### src/rtl/cmp_pkg.sv
// rtl/cmp_pkg.sv - shared state encoding and flag reset values for the serial comparator
package cmp_pkg;

    typedef enum logic [1:0] {
        IDLE = 2'd0,
        RUN  = 2'd1,
        DONE = 2'd2
    } state_t;

    localparam logic FLAG_L0 = 1'b0;
    localparam logic FLAG_E0 = 1'b1;
    localparam logic FLAG_G0 = 1'b0;

endpackage

### src/rtl/cmp_bit_cell.sv
// rtl/cmp_bit_cell.sv - one-bit magnitude compare cell with chained less/equal/greater flags
module cmp_bit_cell (
    input  logic a_bit,
    input  logic b_bit,
    input  logic l,
    input  logic e,
    input  logic g,
    output logic l_next,
    output logic e_next,
    output logic g_next
);

    // Once a higher bit has decided the result, lower bits cannot change it.
    assign l_next = e ? (~a_bit & b_bit)  : l;
    assign e_next = e ? ~(a_bit ^ b_bit)  : e;
    assign g_next = e ? (a_bit & ~b_bit)  : g;

endmodule

### src/rtl/serial_magnitude_comparator.sv
// rtl/serial_magnitude_comparator.sv - MSB-first bit-serial unsigned comparator; SERIAL_CMP_EARLY_EXIT_EN stops at first differing bit
module serial_magnitude_comparator
    import cmp_pkg::*;
#(
    parameter int WIDTH = 8
) (
    input  logic             clk,
    input  logic             rst,
    input  logic             start,
    input  logic [WIDTH-1:0] a,
    input  logic [WIDTH-1:0] b,
    output logic             busy,
    output logic             done,
    output logic             less,
    output logic             equal,
    output logic             greater
);

    localparam int IW = $clog2(WIDTH);
    localparam logic [IW-1:0] IDX_TOP = IW'(WIDTH - 1);

    state_t           state;
    state_t           state_next;
    logic [WIDTH-1:0] a_r;
    logic [WIDTH-1:0] b_r;
    logic [IW-1:0]    idx;
    logic             l;
    logic             e;
    logic             g;
    logic             l_next;
    logic             e_next;
    logic             g_next;
    logic             last_bit;
    logic             exit_now;

    cmp_bit_cell u_cell (
        .a_bit  (a_r[idx]),
        .b_bit  (b_r[idx]),
        .l      (l),
        .e      (e),
        .g      (g),
        .l_next (l_next),
        .e_next (e_next),
        .g_next (g_next)
    );

    assign last_bit = (idx == '0);

`ifdef SERIAL_CMP_EARLY_EXIT_EN
    assign exit_now = last_bit || !e_next;
`else
    assign exit_now = last_bit;
`endif

    always_comb begin
        state_next = state;
        case (state)
            IDLE:    if (start) state_next = RUN;
            RUN:     if (exit_now) state_next = DONE;
            DONE:    state_next = IDLE;
            default: state_next = IDLE;
        endcase
    end

    always_ff @(posedge clk or posedge rst) begin
        if (rst) begin
            state   <= IDLE;
            a_r     <= '0;
            b_r     <= '0;
            idx     <= IDX_TOP;
            l       <= FLAG_L0;
            e       <= FLAG_E0;
            g       <= FLAG_G0;
            less    <= 1'b0;
            equal   <= 1'b0;
            greater <= 1'b0;
        end else begin
            state <= state_next;
            if (state == IDLE && start) begin
                a_r <= a;
                b_r <= b;
                idx <= IDX_TOP;
                l   <= FLAG_L0;
                e   <= FLAG_E0;
                g   <= FLAG_G0;
            end else if (state == RUN) begin
                l   <= l_next;
                e   <= e_next;
                g   <= g_next;
                idx <= idx - 1'b1;
                // Results land on the edge into DONE so they are valid alongside done.
                if (exit_now) begin
                    less    <= l_next;
                    equal   <= e_next;
                    greater <= g_next;
                end
            end
        end
    end

    assign busy = (state != IDLE);
    assign done = (state == DONE);

endmodule

### config.mk
export PLATFORM = sky130hd
export DESIGN_NAME = serial_magnitude_comparator
export DESIGN_NICKNAME = d
export VERILOG_FILES = /design/src/rtl/cmp_pkg.sv /design/src/rtl/cmp_bit_cell.sv /design/src/rtl/serial_magnitude_comparator.sv
export SDC_FILE = /design/constraint.sdc
export NUM_CORES = 1
export LEC_CHECK = 0
export BUFFER_PORTS_ARGS = -buffer_cell sky130_fd_sc_hd__buf_2
export CAP_MARGIN = 20
export CORE_ASPECT_RATIO = 1.75
export CORE_UTILIZATION = 30
export DETAILED_ROUTE_END_ITERATION = 8
export GPL_TIMING_DRIVEN = 0
export PLACE_DENSITY = 0.57
export SYNTH_ARGS = -nofsm -noshare
export SYNTH_HDL_FRONTEND = slang
export SYNTH_SLANG_ARGS = --single-unit
### constraint.sdc
create_clock -name clk -period 1.98 [get_ports clk]
set_input_delay 0 -clock clk [delete_from_list [all_inputs] [get_ports clk]]
set_output_delay 0 -clock clk [all_outputs]
set_load 0.02 [all_outputs]
==> run metrics <==
busiest grt layer met2; fmax 517 MHz; DRT antenna net count 0; vias per cell 4.75; Total GRT Usage 0.121; R2R Path End l$_DFFE_PP0P_; die width 52.2 um; outcome complete, no violations; Most common cell on crit path nand2_2; die height 89.9 um; grt ovf 0; worst min path class input port to register; Final Max Slew Viols 0; Max stage delay on crit path 0.63 ns; layout cells sized above 1 0.517; power per cell area 1500 mW/mm2; Max-slew headroom 0.537; Finished Layout Cells approximately 200; clock sink total 27; FP Rows 31; syn avg cell area 13.1 um2; #FFs+latches synth 27; crit path kind register to register; DRT Pass-1 Iters 4; critical path cell sequence mux4_2, nand2_2, nand2_2, ha_4, nand2_4, o21ai_2, a22o_1; Starting Density 0.316; antenna cells 0; htree depth 1; post-synthesis mux area share 0.232; post-synthesis compound-gate area fraction 0.0774; Synth Net Count 124; clock root cell clkbuf_8; Synth Cell Area 0.00133 mm2; clock buffer depth 2; R2R Path Start idx[0]$_DFFE_PP1P_; type of origin of the critical path register; DP Wirelength approximately 1800 um; drt wl/cell around 14 um; setup TNS 0 ns; CTS tree yes; slowest stage cell, crit path dfstp_2; Setup Skew roughly 0.0064 ns; Worst Path Arrival 2.09 ns; Final GP Congestion 0.770; via count 940; vias in the first global route 911; simple-gate share of the synthesized area 0.0803; Post-Route WL between 2000 and 3000 um; largest family of logic cells by synthesized area multiplexers; met1 Use GR 0.152; RSZ-0062 raised after global routing yes; max-cap viol count 0; final setup violating endpoints 0; Synth Area in Adders 0.0378; crit path to l$_DFFE_PP0P_; Clk Latency, worst-skew pair 0.27 ns; met2 Use GR 0.197; area of the core 0.00419 mm2; fin crit share 0.976; Ys Warns 0; drt drc 0; CP Capture Type register; Die ar. around 0.0047 mm2; Lkg Pwr 0.841 nW; dpl cells 173; initial drt markers 22; Hold Slack 0.0582 ns; Place WS -0.0665 ns; post-synth cell types 25; Final Critical Period 1.93 ns; XOR/XNOR Fraction of Synth Area 0; IO Pins 24; commonest non-fill, non-tap cell in the layout buf_2; CP startpoint idx[0]$_DFFE_PP1P_; initial antenna violation count 0; Area growth, synth to finish 38.1%; Num CTS Buffers 3; met3 usage 0.0186; Clock transition at path regs 0.09 ns; CP max FO 7; post-synthesis sequential area ratio 0.514; commonest cells after routing, fill and taps aside 25 x buf_2, 23 x dfrtp_1, 17 x dlygate4sd3_1, 10 x mux2_4, 7 x nand2_2; VDD IR max 0.658 mV; post-synthesis cell count around 100; # port buffers 23; largest net degree at the start of global routing 28; first-pass GRT wire length 4260 um; FF-to-FF setup slack 0.05 ns; worst endpoint required time approximately 2.1 ns; Worst Tran Pin Value 0.687 ns; Final WS setup around 0.047 ns; Hold Fails Final Rpt 0; final-stage net count 173; reg2reg path depth 7
## critical path, delay by kind of cell (launching register included)
family / cells / cell delay (ns)
AO/OA/AOI/OAI: 2 / 0.26
adder cells (fa/ha/maj): 1 / 0.16
flip-flops: 1 / 0.63
multiplexers: 1 / 0.55
AND/OR/NAND/NOR: 3 / 0.21
## per-layer routing
layer  share of wire  vias to the layer above  wire length (um)
met3           0.034                        9                91
met1            0.41                      459              1110
met2            0.52                       22              1410
met4           0.034                        0                91
met5               0                        -                 0
li1                -                      450                 -
## where the power goes
group          internal (mW)  total [mW]  leakage (nW)  switching, mW
Sequential             0.845        1.04         0.320          0.195
Clock                  0.144       0.310        0.0228          0.166
Combinational          0.804        1.40         0.498          0.592
Total                   1.79        2.75         0.841          0.953
## synthesized netlist by cell type
cell type	count	share of area
nor2_1	3	0.0085
a22o_1	2	0.013
and3_4	1	0.0085
mux2_2	6	0.051
a31oi_1	3	0.014
nand3b_1	1	0.0057
buf_12	1	0.015
ha_1	4	0.038
a22oi_1	1	0.0057
inv_2	2	0.0057
mux4_2	4	0.068
a32oi_1	1	0.0066
nand3_1	1	0.0038
o21ai_0	9	0.034
inv_1	5	0.014
nand2_1	9	0.025
dfstp_2	4	0.079
buf_6	1	0.0085
a21oi_1	1	0.0038
mux2_4	10	0.11
and4bb_2	1	0.0094
and2_1	2	0.0094
nand2b_1	2	0.0094
dfrtp_1	23	0.43
buf_2	4	0.015
## cells by family (layout without fill, tap and decap cells)
group,Yosys count,count (layout)
compound gates,17,17
buf+inv,13,61
mux,20,20
simple gates,20,20
fa+ha+maj,4,4
flops,27,27
## per-stage QoR
stage                     cell area [um2]  total power, mW  utilization
after global placement               1500             2.07        0.358
after detailed placement             1500             2.11        0.358
final                                1830             2.75        0.437
after floorplan                      1330             1.85            -
after global routing                 1830             2.95        0.437
after CTS                            1700             2.44        0.405
## final cells by class
class / instances / area, um2
plain buffers: 4 / 41.3
well taps: 49 / 61.3
flip-flops and latches: 27 / 681
clock buffers: 4 / 45.0
repair buffers: 46 / 350
fillers: 408 / 2360
inverters: 7 / 26.3
multi-input cells: 61 / 626
## worst min path at each step
| stage | from | endpoint | slack, ns | cells after the start |
|---|---|---|---|---|
| floorplan | rst | a_r[0]$_DFFE_PP0P_ | 0.05 | 1 |
| global placement | a[5] | a_r[5]$_DFFE_PP0P_ | 0.23 | 2 |
| detailed placement | b[0] | b_r[0]$_DFFE_PP0P_ | 0.24 | 2 |
| CTS | rst | g$_DFFE_PP0P_ | 0.004 | 2 |
| global route | start | e$_DFFE_PP1P_ | 0.07 | 3 |
| finish | start | e$_DFFE_PP1P_ | 0.06 | 3 |
## timing repair
| item | 4_1_cts | 5_1_grt |
|---|---|---|
| pin swaps | 0 | 10 |
| resized for setup | 0 | 19 |
| cloned | 0 | 0 |
| buffers inserted | 0 | 5 |
| hold buffers | 16 | 1 |
| endpoints found under the setup margin | 4 | 5 |
| hold endpoints to repair | 16 | 23 |
## flip-flops by register name (all words and copies together) (netlist names)
name / count
idx: 3
less: 1
g: 1
equal: 1
state: 2
b_r: 8
e: 1
a_r: 8
greater: 1
l: 1
Note: power is estimated with default switching activity, not from simulation.
